$ cat config.mk
export PLATFORM = sky130hd
export DESIGN_NAME = fetch_unit
export DESIGN_NICKNAME = d
export VERILOG_FILES = /design/src/rtl/fetch_unit.sv
export SDC_FILE = /design/constraint.sdc
export NUM_CORES = 1
export LEC_CHECK = 0
export CAP_MARGIN = 20
export CORE_ASPECT_RATIO = 1.2
export CORE_MARGIN = 10
export CORE_UTILIZATION = 47
export CTS_BUF_LIST = sky130_fd_sc_hd__clkbuf_4
export CTS_CLUSTER_SIZE = 40
export DETAILED_ROUTE_END_ITERATION = 10
export PLACE_DENSITY = 0.89
export SYNTH_ARGS = -nofsm -noshare
export SYNTH_HDL_FRONTEND = slang
export SYNTH_SLANG_ARGS = --single-unit
$ cat constraint.sdc
create_clock -name clk -period 5.3 [get_ports clk]
set_input_delay 0.53 -clock clk [delete_from_list [all_inputs] [get_ports clk]]
set_output_delay 0.53 -clock clk [all_outputs]
set_load 0.01 [all_outputs]
$ cat src/rtl/fetch_unit.sv
// fetch_unit: single-issue instruction fetch stage with IF/ID register and halt FSM
// Ports:
//   clk, rst         rising-edge clock, asynchronous active-high reset
//   stall            decode not ready; PC and IF/ID hold
//   redirect         taken branch/jump; load redirect_pc, flush IF/ID
//   redirect_pc      redirect target (word index)
//   inst_in          instruction memory data for pc_out (same-cycle)
//   pc_out           fetch address (word index)
//   if_id_inst/pc    registered instruction and its PC
//   if_id_valid      IF/ID holds a real instruction
//   halted           FSM is in HALT
//   fetch_count      valid instructions delivered (FETCH_PERF_CNT_EN only, else 0)
//   stall_count      RUN cycles stalled (FETCH_PERF_CNT_EN only, else 0)
// Macro FETCH_PERF_CNT_EN enables the performance counters.
module fetch_unit #(
    parameter logic [31:0] RESET_PC  = 32'h0000_0000,
    parameter logic [31:0] HALT_WORD = 32'hFFFF_FFFF
) (
    input  logic        clk,
    input  logic        rst,
    input  logic        stall,
    input  logic        redirect,
    input  logic [31:0] redirect_pc,
    input  logic [31:0] inst_in,
    output logic [31:0] pc_out,
    output logic [31:0] if_id_inst,
    output logic [31:0] if_id_pc,
    output logic        if_id_valid,
    output logic        halted,
    output logic [31:0] fetch_count,
    output logic [31:0] stall_count
);
    typedef enum logic [1:0] {IDLE, RUN, HALT} state_t;

    state_t      state_q;
    logic [31:0] pc_q, inst_q, ipc_q;
    logic        valid_q, halted_q;
    logic        is_halt;

    assign is_halt     = inst_in == HALT_WORD;
    assign pc_out      = pc_q;
    assign if_id_inst  = inst_q;
    assign if_id_pc    = ipc_q;
    assign if_id_valid = valid_q;
    assign halted      = halted_q;

    // Redirect outranks every state, stall and halt detection.
    always_ff @(posedge clk or posedge rst) begin
        if (rst) begin
            state_q  <= IDLE;
            pc_q     <= RESET_PC;
            inst_q   <= '0;
            ipc_q    <= '0;
            valid_q  <= 1'b0;
            halted_q <= 1'b0;
        end else if (redirect) begin
            state_q  <= RUN;
            pc_q     <= redirect_pc;
            valid_q  <= 1'b0;
            halted_q <= 1'b0;
        end else begin
            case (state_q)
                IDLE: begin
                    state_q <= RUN;
                    valid_q <= 1'b0;
                end
                RUN: begin
                    if (!stall) begin
                        if (is_halt) begin
                            state_q  <= HALT;
                            valid_q  <= 1'b0;
                            halted_q <= 1'b1;
                        end else begin
                            inst_q  <= inst_in;
                            ipc_q   <= pc_q;
                            valid_q <= 1'b1;
                            pc_q    <= pc_q + 32'd1;
                        end
                    end
                end
                HALT: valid_q <= 1'b0;
                default: state_q <= IDLE;
            endcase
        end
    end

`ifdef FETCH_PERF_CNT_EN
    logic [31:0] fetch_cnt_q, fetch_cnt_d, stall_cnt_q, stall_cnt_d;
    logic        run_ok;

    assign run_ok      = !redirect && state_q == RUN;
    assign fetch_cnt_d = fetch_cnt_q + {31'd0, run_ok && !stall && !is_halt};
    assign stall_cnt_d = stall_cnt_q + {31'd0, run_ok && stall};

    always_ff @(posedge clk or posedge rst) begin
        if (rst) begin
            fetch_cnt_q <= '0;
            stall_cnt_q <= '0;
        end else begin
            fetch_cnt_q <= fetch_cnt_d;
            stall_cnt_q <= stall_cnt_d;
        end
    end

    assign fetch_count = fetch_cnt_q;
    assign stall_count = stall_cnt_q;
`else
    assign fetch_count = '0;
    assign stall_count = '0;
`endif
endmodule

==> impl_metrics.json <==
{
  "outcome": "finished, final reports clean",
  "period_share": 0.624,
  "p_int_w": 0.00129,
  "synth_fa_ha_area_frac": 0.00242,
  "combPwrFrac": 0.298,
  "ys_warn_count": 0,
  "synth_cell_types": 51,
  "drt_wl_total_um": 15000,
  "cp.arrival_ns": 3.66,
  "fin_hold_ws_ns": 0.515,
  "setup_violations": 0,
  "globalRoute.totalOverflow": 0,
  "ys_seq_area_frac": 0.483,
  "antenna_found_initial": 0,
  "seq_area_um2": 2500,
  "synth_mux_area_frac": 0.158,
  "worstMarginPinSlew_ns": 0.899,
  "dp_hpwl_um": 11700,
  "h-tree-depth": 3,
  "fin_worst_skew_ns": 0.0206,
  "die_area_um2": 15600,
  "synth_top_area_cell": "dfrtp_1",
  "grt_use_total": 0.185,
  "power.switching_w": 0.000583,
  "hold_path_class": "primary input to asynchronous set/reset pin",
  "p_sw_frac": 0.311,
  "syn_area_per_cell_um2": 11.2,
  "num_antenna_cells": 0,
  "p_clk_frac": 0.189,
  "synth_edf_count": 0,
  "synth_top_family_by_area": "multiplexers",
  "post_route_cells_drive_above_1_share": 0.159,
  "synth_area_um2": 5180,
  "numCtsBuffers": 9,
  "p_per_area_nw_per_um2": 276,
  "setup_tns_ns": 0,
  "vias": 4038,
  "cts_tree": "built",
  "layout_commonest_cell": "clkdlybuf4s50_1",
  "ys_async_sr_fraction": 1.00,
  "final_antenna_net_count": 0,
  "synth_compound_area_frac": 0.0870,
  "path_clk_slew_ns": 0.15,
  "cts.hold.buffers_added": 0,
  "drc_errors": 0,
  "synth_cells": 461,
  "ios": 230,
  "reg2reg_slack_ns": 2.07,
  "synth_xor_area_frac": 0.0237,
  "synthToLayoutAreaGrowth_pct": 31.3,
  "ys_ff_latch": 100,
  "max-vdd-ir-drop_mv": 0.153,
  "grt_first_pass_wirelength_um": 23100,
  "rsz0062_at_grt": "no",
  "hold_viol_final": 0,
  "grt_max_degree": 61,
  "clk_latency_ns": 0.47,
  "numClockSinks": 100,
  "start_util": 0.485,
  "core_area_um2": 10700,
  "cp-end-kind": "flop",
  "fmax_mhz": 302,
  "crit_type": "primary input to flop",
  "synth_area_leaders": "dfrtp_1 (48%), mux2_2 (15%), buf_4 (9.6%)",
  "io_buffers": 165,
  "synth_top_area_share": 0.483,
  "startpoint_type": "primary input",
  "clockBufferDepth": 2,
  "multi_input_area_um2": 2300,
  "fin_crit_ns": 3.31,
  "synth-simple-area-share": 0.126,
  "slew_headroom": 0.401,
  "path_max_fanout": 36,
  "cts_resized": 0,
  "die_y_um": 135,
  "cts_setup_buffers": 0,
  "die_w_um": 116,
  "cts_root_buffer": "clkbuf_4",
  "leakagePower_nw": 2.74,
  "grt_pass1_vias": 4318,
  "seqPwrFrac": 0.513,
  "slew_violations": 0,
  "via_per_inst": 5.36,
  "nNetsFinal": 688,
  "routedWlPerCell_um": 19.9,
  "firstDrtPassIters": 4,
  "first_iter_violations": 265,
  "nFillCells": 864,
  "layout_common_cells": "clkdlybuf4s50_1 (165), dfrtp_1 (100), mux2_2 (68)",
  "place_congestion": 0.847,
  "maxCapViolCount": 0,
  "required_ns": 5.65,
  "synth_ff_type": "dfrtp_1",
  "num_rows": 41
}
==> metrics by stage <==
| step | cell area [um^2] | power [W] | instances | utilization | setup WS (ns) |
|---|---|---|---|---|---|
| global placement | 6690 | 0.00152 | 737 | 0.627 | 1.61 |
| detailed placement | 6690 | 0.00154 | 737 | 0.627 | 1.49 |
| global route | 6800 | 0.00197 | 753 | 0.637 | 1.82 |
| CTS | 6800 | 0.00189 | 753 | 0.637 | 1.99 |
| floorplan | 5420 | 0.00123 | 524 | - | 2.15 |
| finish | 6800 | 0.00187 | 753 | 0.637 | 1.99 |
==> flip-flops by register name, indices dropped and copies added (netlist names) <==
name / cells
if_id_inst: 32
state_q: 2
if_id_valid: 1
halted: 1
pc_out: 32
if_id_pc: 32
==> cells by family (layout without fill, tap and decap cells) <==
| family | after synthesis | after routing |
|---|---|---|
| adders and majority gates | 1 | 1 |
| other | 1 | 64 |
| muxes | 73 | 73 |
| xor gates and xnor gates | 14 | 14 |
| AOI/OAI and AO/OA | 61 | 61 |
| DFF | 100 | 100 |
| buffers and inverters | 95 | 195 |
| and+or+nand+nor | 116 | 116 |
==> synth_stat cells (2+ instances only) <==
cell,n
dfrtp_1,100
mux2_2,68
buf_4,66
nand2_1,29
nor2_1,20
nand4_1,18
o21ai_0,15
nand3_1,13
xnor2_1,10
a31oi_1,9
buf_2,9
a2111oi_0,8
clkbuf_1,8
inv_1,8
a211oi_1,6
mux2i_1,5
a21oi_1,4
and3_1,4
nor3b_1,4
o31ai_1,4
or3_1,4
or4_1,4
xor2_1,4
and4_1,3
a211o_1,2
a221o_1,2
a22oi_1,2
and2_1,2
buf_1,2
nand2b_1,2
nor2b_1,2
nor3_1,2
nor4_1,2
nor4_4,2
o31a_1,2
==> worst paths after layout <==
| path | from | end | cells past startpoint |
|---|---|---|---|
| worst max-delay path | stall | if_id_inst[26] | 6 |
| worst min-delay path | rst | if_id_inst[9] | 2 |
| worst max register to register | state_q[1] | if_id_inst[26] | 5 |
| worst min register to register | if_id_pc[5] | if_id_pc[5] | 1 |
| max in group asynchronous | rst | pc_out[9] | 3 |
| min in group clk | if_id_pc[5] | if_id_pc[5] | 1 |
==> per-layer routing <==
metal | global-route usage | vias up | wire [um]
li1 | - | 1851 | -
met1 | 0.201 | 1994 | 5550
met4 | 0.0543 | 0 | 179
met2 | 0.330 | 178 | 7680
met5 | 0 | - | 0
met3 | 0.0616 | 15 | 1550
==> power groups by stage <==
stage / clock, W / sequential, W / combinational [W]
final: 0.000354 / 0.000960 / 0.000559
after global routing: 0.000391 / 0.000977 / 0.000605
after CTS: 0.000363 / 0.000961 / 0.000567
after detailed placement: 0 / 0.000977 / 0.000564
after global placement: 0 / 0.000968 / 0.000550
after floorplan: 0 / 0.00101 / 0.000219
==> critical path, stage by stage <==
cell             delay [ns]
clkdlybuf4s50_1        0.47
or3b_2                 0.62
a21oi_2                0.34
and2_2                 0.81
buf_4                  0.48
mux2_2                 0.38
==> area by class of cell <==
type,instances,area share
sequential,100,0.368
multi-input combinational,329,0.338
timing repair buffer,170,0.248
tap,129,0.0237
clock buffer,9,0.00994
clock inverter,7,0.00644
inverter,9,0.00534
Note: power is estimated with default switching activity, not from simulation.
